==> src/rtl/scr1_imem_rom_pkg.sv <==
// Shared types for the imem ROM bridge: memory-interface enums, bridge FSM states, counter width.
`ifndef SCR1_IMEM_AWIDTH
`define SCR1_IMEM_AWIDTH 32
`endif
`ifndef SCR1_IMEM_DWIDTH
`define SCR1_IMEM_DWIDTH 32
`endif

package scr1_imem_rom_pkg;

  typedef enum logic {
    SCR1_MEM_CMD_RD = 1'b0,
    SCR1_MEM_CMD_WR = 1'b1
  } type_scr1_mem_cmd_e;

  typedef enum logic [1:0] {
    SCR1_MEM_RESP_NOTRDY = 2'b00,
    SCR1_MEM_RESP_RDY_OK = 2'b01,
    SCR1_MEM_RESP_RDY_ER = 2'b10
  } type_scr1_mem_resp_e;

  typedef enum logic [1:0] {
    IDLE,
    BUSY,
    ERR,
    HIT
  } type_scr1_imem_rom_fsm_e;

  localparam int unsigned SCR1_IMEM_ROM_CNT_W = 4;

endpackage

==> src/rtl/scr1_imem_rom_lbuf.sv <==
// One-entry last-word buffer for the imem ROM bridge; the ROM is read-only, so only reset invalidates it.
module scr1_imem_rom_lbuf #(
  parameter int unsigned AWIDTH = 12
) (
  input  logic              clk,
  input  logic              rst_n,
  input  logic              fill_en,
  input  logic [AWIDTH-1:0] fill_addr,
  input  logic [31:0]       fill_data,
  input  logic [AWIDTH-1:0] lookup_addr,
  output logic              hit,
  output logic [31:0]       rdata
);

  logic              valid_q, valid_d;
  logic [AWIDTH-1:0] addr_q, addr_d;
  logic [31:0]       data_q, data_d;

  always_comb begin
    valid_d = valid_q;
    addr_d  = addr_q;
    data_d  = data_q;
    if (fill_en) begin
      valid_d = 1'b1;
      addr_d  = fill_addr;
      data_d  = fill_data;
    end
  end

  always_ff @(posedge clk or negedge rst_n) begin
    if (!rst_n) begin
      valid_q <= 1'b0;
      addr_q  <= '0;
      data_q  <= '0;
    end else begin
      valid_q <= valid_d;
      addr_q  <= addr_d;
      data_q  <= data_d;
    end
  end

  assign hit   = valid_q && (addr_q == lookup_addr);
  assign rdata = data_q;

endmodule

==> src/rtl/scr1_imem_rom_bridge.sv <==
// imem req/ack/resp to fixed-latency synchronous ROM adapter, one transaction outstanding.
// Optional last-word buffer enabled by SCR1_IMEM_ROM_LINEBUF_EN.
module scr1_imem_rom_bridge
  import scr1_imem_rom_pkg::*;
#(
  parameter int unsigned ROM_AWIDTH  = 12,
  parameter int unsigned MEM_LATENCY = 2
) (
  input  logic                         clk,
  input  logic                         rst_n,
  output logic                         imem_req_ack,
  input  logic                         imem_req,
  input  type_scr1_mem_cmd_e           imem_cmd,
  input  logic [`SCR1_IMEM_AWIDTH-1:0] imem_addr,
  output logic [`SCR1_IMEM_DWIDTH-1:0] imem_rdata,
  output type_scr1_mem_resp_e          imem_resp,
  output logic                         mem_ce,
  output logic [ROM_AWIDTH-1:0]        mem_addr,
  input  logic [31:0]                  mem_rdata
);

  if (MEM_LATENCY < 1 || MEM_LATENCY > 15) begin : g_lat_chk
    $error("scr1_imem_rom_bridge: MEM_LATENCY must be in 1..15");
  end

  type_scr1_imem_rom_fsm_e        fsm_q, fsm_d;
  logic [SCR1_IMEM_ROM_CNT_W-1:0] cnt_q, cnt_d;
  logic                           mem_ce_q, mem_ce_d;
  logic [ROM_AWIDTH-1:0]          mem_addr_q, mem_addr_d;

  logic                  busy_done;
  logic                  resp_cycle;
  logic                  accept;
  logic                  err;
  logic                  lb_hit;
  logic [31:0]           lb_rdata;
  logic [ROM_AWIDTH-1:0] word_addr;
  logic                  unused_addr_hi;

  assign word_addr      = imem_addr[ROM_AWIDTH+1:2];
  assign unused_addr_hi = ^imem_addr[`SCR1_IMEM_AWIDTH-1:ROM_AWIDTH+2];
  assign busy_done      = (fsm_q == BUSY) && (cnt_q == '0);

`ifdef SCR1_IMEM_ROM_LINEBUF_EN
  assign resp_cycle = busy_done || (fsm_q == HIT);

  scr1_imem_rom_lbuf #(
    .AWIDTH (ROM_AWIDTH)
  ) u_lbuf (
    .clk         (clk),
    .rst_n       (rst_n),
    .fill_en     (busy_done),
    .fill_addr   (mem_addr_q),
    .fill_data   (mem_rdata),
    .lookup_addr (word_addr),
    .hit         (lb_hit),
    .rdata       (lb_rdata)
  );
`else
  assign resp_cycle = busy_done;
  assign lb_hit     = 1'b0;
  assign lb_rdata   = '0;
`endif

  // Ack is gated by rst_n so nothing is accepted while reset is held.
  assign imem_req_ack = rst_n && ((fsm_q == IDLE) || resp_cycle);
  assign accept       = imem_req && imem_req_ack;
  assign err          = (imem_cmd != SCR1_MEM_CMD_RD) || (imem_addr[1:0] != 2'b00);

  always_comb begin
    fsm_d      = fsm_q;
    cnt_d      = cnt_q;
    mem_ce_d   = 1'b0;
    mem_addr_d = mem_addr_q;
    if ((fsm_q == BUSY) && (cnt_q != '0)) begin
      cnt_d = cnt_q - SCR1_IMEM_ROM_CNT_W'(1);
    end else if (fsm_q == ERR) begin
      fsm_d = IDLE;
    end else if (accept) begin
      if (err) begin
        fsm_d = ERR;
      end else if (lb_hit) begin
        fsm_d = HIT;
      end else begin
        fsm_d      = BUSY;
        cnt_d      = SCR1_IMEM_ROM_CNT_W'(MEM_LATENCY);
        mem_ce_d   = 1'b1;
        mem_addr_d = word_addr;
      end
    end else if (resp_cycle) begin
      fsm_d = IDLE;
    end
  end

  always_ff @(posedge clk or negedge rst_n) begin
    if (!rst_n) begin
      fsm_q      <= IDLE;
      cnt_q      <= '0;
      mem_ce_q   <= 1'b0;
      mem_addr_q <= '0;
    end else begin
      fsm_q      <= fsm_d;
      cnt_q      <= cnt_d;
      mem_ce_q   <= mem_ce_d;
      mem_addr_q <= mem_addr_d;
    end
  end

  always_comb begin
    imem_resp  = SCR1_MEM_RESP_NOTRDY;
    imem_rdata = '0;
    if (fsm_q == ERR) begin
      imem_resp = SCR1_MEM_RESP_RDY_ER;
    end else if (busy_done) begin
      imem_resp  = SCR1_MEM_RESP_RDY_OK;
      imem_rdata = mem_rdata;
    end else if (fsm_q == HIT) begin
      imem_resp  = SCR1_MEM_RESP_RDY_OK;
      imem_rdata = lb_rdata;
    end
  end

  assign mem_ce   = mem_ce_q;
  assign mem_addr = mem_addr_q;

endmodule

==> config.mk <==
export PLATFORM = sky130hd
export DESIGN_NAME = scr1_imem_rom_bridge
export DESIGN_NICKNAME = d
export VERILOG_FILES = /design/src/rtl/scr1_imem_rom_pkg.sv /design/src/rtl/scr1_imem_rom_lbuf.sv /design/src/rtl/scr1_imem_rom_bridge.sv
export SDC_FILE = /design/constraint.sdc
export NUM_CORES = 1
export LEC_CHECK = 0
export ABC_AREA = 1
export BUFFER_PORTS_ARGS = -buffer_cell sky130_fd_sc_hd__buf_2
export CAP_MARGIN = 10
export CORE_AREA = 2 2 71 73
export DETAILED_ROUTE_END_ITERATION = 8
export DIE_AREA = 0 0 73 75
export PLACE_DENSITY = 0.59
export RECOVER_POWER = 25
export SLEW_MARGIN = 20
export SYNTH_ARGS = -nofsm -noshare
export SYNTH_HDL_FRONTEND = slang
export SYNTH_SLANG_ARGS = --single-unit
==> constraint.sdc <==
create_clock -name clk -period 1.88 [get_ports clk]
set_input_delay 0.188 -clock clk [delete_from_list [all_inputs] [get_ports clk]]
set_output_delay 0.188 -clock clk [all_outputs]
set_load 0.005 [all_outputs]
# Word-level counts from Yosys, hierarchy flattened
# Cells that the tools add are included.
# word_totals
reg_bits,19
inputBits,68
out_inout_bits,48
word_cells,45
# op_classes
addsub,1
eq_ne,5
mux,17
bitwise_logic,3
n_reduce_logical,15
# ops
cell,count
2-to-1 mux 32 bit,2
2-to-1 mux 4 bit,4
2-to-1 mux 2 bit,5
2-to-1 mux 1 bit,6
== test 2 bit (second input constant),2
logical AND 1 bit,4
zero test 4 bit,1
AND reduction 4 bit,1
nonzero test 2 bit,2
nonzero test 4 bit,1
subtractor 4 x 1 -> 4 bit (second input constant),1
inverter 1 bit,3
AND reduction 3 bit,1
nonzero test 3 bit,1
== test 2 x 1 -> 1 bit (second input constant),1
zero test 2 bit,1
logical OR 1 bit,2
inequality test 2 x 1 -> 1 bit (second input constant),1
inequality test 2 bit (second input constant),1
AND reduction 2 bit,1

# Logic depth before layout (Yosys ltp)
# depth
word_depth,8
ltp_mapped,9
depth_no_buf,9

# Least setup slack after synthesis
# No wires, ideal clock.
# synth_path
path_type,register -> output
startpoint,register cnt_q[0]
endpoint,output imem_rdata[0]
arrival_time_ns,1.172
required_time_ns,1.692
path_slack_ns,0.520
path_stages_with_launch,8
n_path_buf,1
cell_sequence,dfrtp_1 > inv_1 > ha_1 > nand2_1 > nor2_1 > nand2_1 > buf_2 > nor2_1
# synth_via
elab_chain_cells,4
# synth_rtl
element,line,rtl
"start, declared",scr1_imem_rom_bridge.sv:27,"logic [SCR1_IMEM_ROM_CNT_W-1:0] cnt_q, cnt_d;"
"start signal, assigned",scr1_imem_rom_bridge.sv:103,cnt_q <= cnt_d;
zero test 4 bit,scr1_imem_rom_bridge.sv:42,assign busy_done = (fsm_q == BUSY) && (cnt_q == '0);
logical AND 1 bit,scr1_imem_rom_bridge.sv:42,
2-to-1 mux 32 bit,scr1_imem_rom_bridge.sv:114,end else if (busy_done) begin
2-to-1 mux 32 bit,scr1_imem_rom_bridge.sv:112,if (fsm_q == ERR) begin
"end, declared",scr1_imem_rom_bridge.sv:15,"output logic [`SCR1_IMEM_DWIDTH-1:0] imem_rdata,"
# No other way between the ends.

# Worst setup path in the final report
# layout_path
startpoint,register cnt_q[0]
endpoint,output imem_rdata[30]
# Same word-level chain as after synthesis.

==> metrics.md <==
| Metric | Value |
|---|---|
| Critical path cell sequence | inv_2 > ha_2 > nand2_1 > nor2_2 > nand2_2 > buf_12 > nor2_1 > buf_2 |
| Yosys warning count | 0 |
| Initial Utilization | 0.245 |
| # diodes | 0 |
| Delay-heaviest family, CP | flip-flops |
| Longest Clk Path Bufs | 2 |
| Slew @ Worst Pin | 0.984 ns |
| Post-route DRC | 0 |
| Die X | 73 um |
| TritonCTS Buffers | 3 |
| First-pass DRT Iterations | 3 |
| Drt via density | 3.95 |
| Core footprint | 4660 um2 |
| R2R cell count | 8 |
| RSZ-0062 raised after global routing | no |
| Clock Tree Root | clkbuf_8 |
| Post-synth EDFFs | 0 |
| VDD IR max | 0.000392 V |
| Initial antenna violation count | 0 |
| Top cell type by total area after synthesis | dfrtp_1 |
| Share of layout cells above drive strength 1 | 0.424 |
| Clock Latency Late Sink | 0.25 ns |
| Fmax achieved | 583 MHz |
| Post-synthesis simple-gate area fraction | 0.359 |
| Die height | 75 um |
| # clock sinks | 19 |
| Mapped Avg Cell Area | 6.63 um2 |
| Post-detailed-route count of antenna-violating nets | 0 |
| Unique masters post-synth | 19 |
| Grt ovf | 0 |
| Setup TNS | 0 ns |
| CP peak stage delay | 0.39 ns |
| Final Critical Period | 1.72 ns |
| Worst setup EP type | output port |
| Worst path slowest cell | dfrtp_1 |
| FF+latch count, synth | 19 |
| Register area share after synthesis | 0.417 |
| Hold_ws | 0.127 ns |
| Critical hold path startpoint | imem_addr[13] |
| Worst reg-to-reg setup slack | 0.38 ns |
| Worst hold path class | input pin to flop |
| Nets | 342 |
| Synth Area in Adders | 0.0220 |
| Final Hold Viols | 0 |
| Site row count | 25 |
| Final slew viol count | 0 |
| Max cap viols | 0 |
| Die ar. | 5480 um2 |
| Port bufs | 97 |
| Critical Path AT | 1.53 ns |
| Post-Route WL | 3140 um |
| Pleak | 1.20 nW |
| Area grow syn2layout | 53.5% |
| Depth of the CTS H-tree | 1 |
| Initial DRC Count | 10 |
| Top Ports | 116 |
| Combinational family with the most area after synthesis | simple AND/OR/NAND/NOR gates |
| First-pass GRT wire length | 4690 um |
| Clock slew at reported path FFs | 0.07 ns |
| Post-Syn Area | 1140 um2 |
| Xor-xnor portion of the synthesized cell area | 0 |
| Synth Net Count | 242 |
| Crit path max fanout | 32 |
| Status | complete, no violations |
| Worst setup path start | cnt_q[0] |
| Synth Area in Compound Gates | 0.0340 |
| Largest net degree at the start of global routing | 33 |
| Max-slew headroom | 0.344 |
| Clock Skew | 0.00265 ns |
| Final core occ | 0.375 |
| Drt wl/cell | 9.66 um |
| Power per cell area | 733 nW/um2 |
| Min-Delay Endpoint | mem_addr[11] |
| Main synth FF type | dfrtp_1 |
| RR Endpoint | mem_addr[6] |
| Post-Synthesis Cells | 172 |
| DR vias | 1283 |
| Post-synthesis mux area share | 0 |
| GPL Wtd Cong | 0.714 |
| Setup Viol. Count Final | 0 |
| Vias in the first global route | 1031 |
| CTS tree | yes |
| Min-Delay Path Depth | 3 |
| Most frequent cells in the layout | 95 x buf_2, 47 x nand2_1, 38 x inv_1, 35 x nor2_1, 19 x dfrtp_1 |
| Crit share post-route | 0.912 |
| Top cells by area, synth | dfrtp_1 42%, nand2_1 16%, inv_1 13%, nor2_1 12%, ha_1 2.2% |
| Total GRT Usage | 0.111 |
| DP HPWL | 2590 um |
| Top cell type's share of synthesized area | 0.417 |
| Crit path kind | flop to output port |
| Share of synthesized flip-flops with an asynchronous set or reset | 1.00 |
| Worst r2r src | cnt_q[0] |
| Critical path launch point type | flop |
| Worst Path Required | 1.69 ns |
| Buf/Inv on CP | 3 |
| Commonest non-fill, non-tap cell in the layout | buf_2 |
-- routing by layer --
layer | part of all wire | GRT usage
met5 | 0 | 0
met4 | 0.0019 | 0.0247
met3 | 0.10 | 0.0201
met2 | 0.49 | 0.207
met1 | 0.41 | 0.132
-- worst max path at each step --
stage | cells after the start | endpoint
after global routing | 8 | imem_rdata[14]
after global placement | 8 | imem_rdata[13]
after detailed placement | 8 | imem_rdata[13]
final | 8 | imem_rdata[30]
after floorplan | 7 | imem_rdata[0]
after CTS | 8 | imem_rdata[13]
-- cell usage after synthesis, types with 2 or more instances --
| cell | instances |
|---|---|
| nor2_2 | 4 |
| nand2_2 | 2 |
| a21oi_1 | 2 |
| nor2_1 | 37 |
| nand2_1 | 48 |
| dfrtp_1 | 19 |
| inv_1 | 40 |
| buf_2 | 4 |
| ha_1 | 2 |
| nand3_1 | 5 |
-- sequential cells by signal, indices dropped and copies added, names as in the netlist --
signal and cells:
mem_addr 12, cnt_q 4, fsm_q 2, mem_ce 1
-- where the power goes --
part           internal [mW]  leakage, nW  total (mW)  switching, mW
logic                  0.199        0.931       0.422          0.224
clock network          0.147       0.0255       0.273          0.126
registers              0.517        0.242       0.588         0.0705
-- cell families after synthesis --
group | count (synthesis)
DFF | 19
and+or+nand+nor | 98
AOI/OAI and AO/OA | 6
adders and majority gates | 2
buffers and inverters | 47
-- stage by stage --
step	total power [mW]	setup slack, ns	cells	cell area [um2]
global route	1.41	0.0133	325	1750
floorplan	0.827	0.520	172	1140
finish	1.28	0.165	325	1750
detailed placement	1.01	0.299	320	1680
global placement	0.998	0.300	320	1680
CTS	1.29	0.0205	325	1730
-- worst register-to-register path: cells and delay by family (launching register included) --
family | cells | cell delay [ns]
adders and majority gates | 1 | 0.18
buffers and inverters | 2 | 0.33
DFF | 1 | 0.39
and+or+nand+nor | 5 | 0.55
-- area by class of cell --
type | instances | area [um2]
clock buffer | 3 | 41.3
tap | 54 | 67.6
fill | 533 | 2910
inverter | 42 | 160
clock inverter | 1 | 5.00
timing repair buffer | 100 | 517
multi-input combinational | 106 | 483
sequential | 19 | 475
-- what timing repair did --
| item | CTS | global route |
|---|---|---|
| endpoints found under the setup margin | 0 | 32 |
| resized for setup | 0 | 9 |
| hold endpoints to repair | 19 | 0 |
| setup buffers | 0 | 0 |
| hold buffers | 1 | 0 |
(Power assumes the default switching activity.)
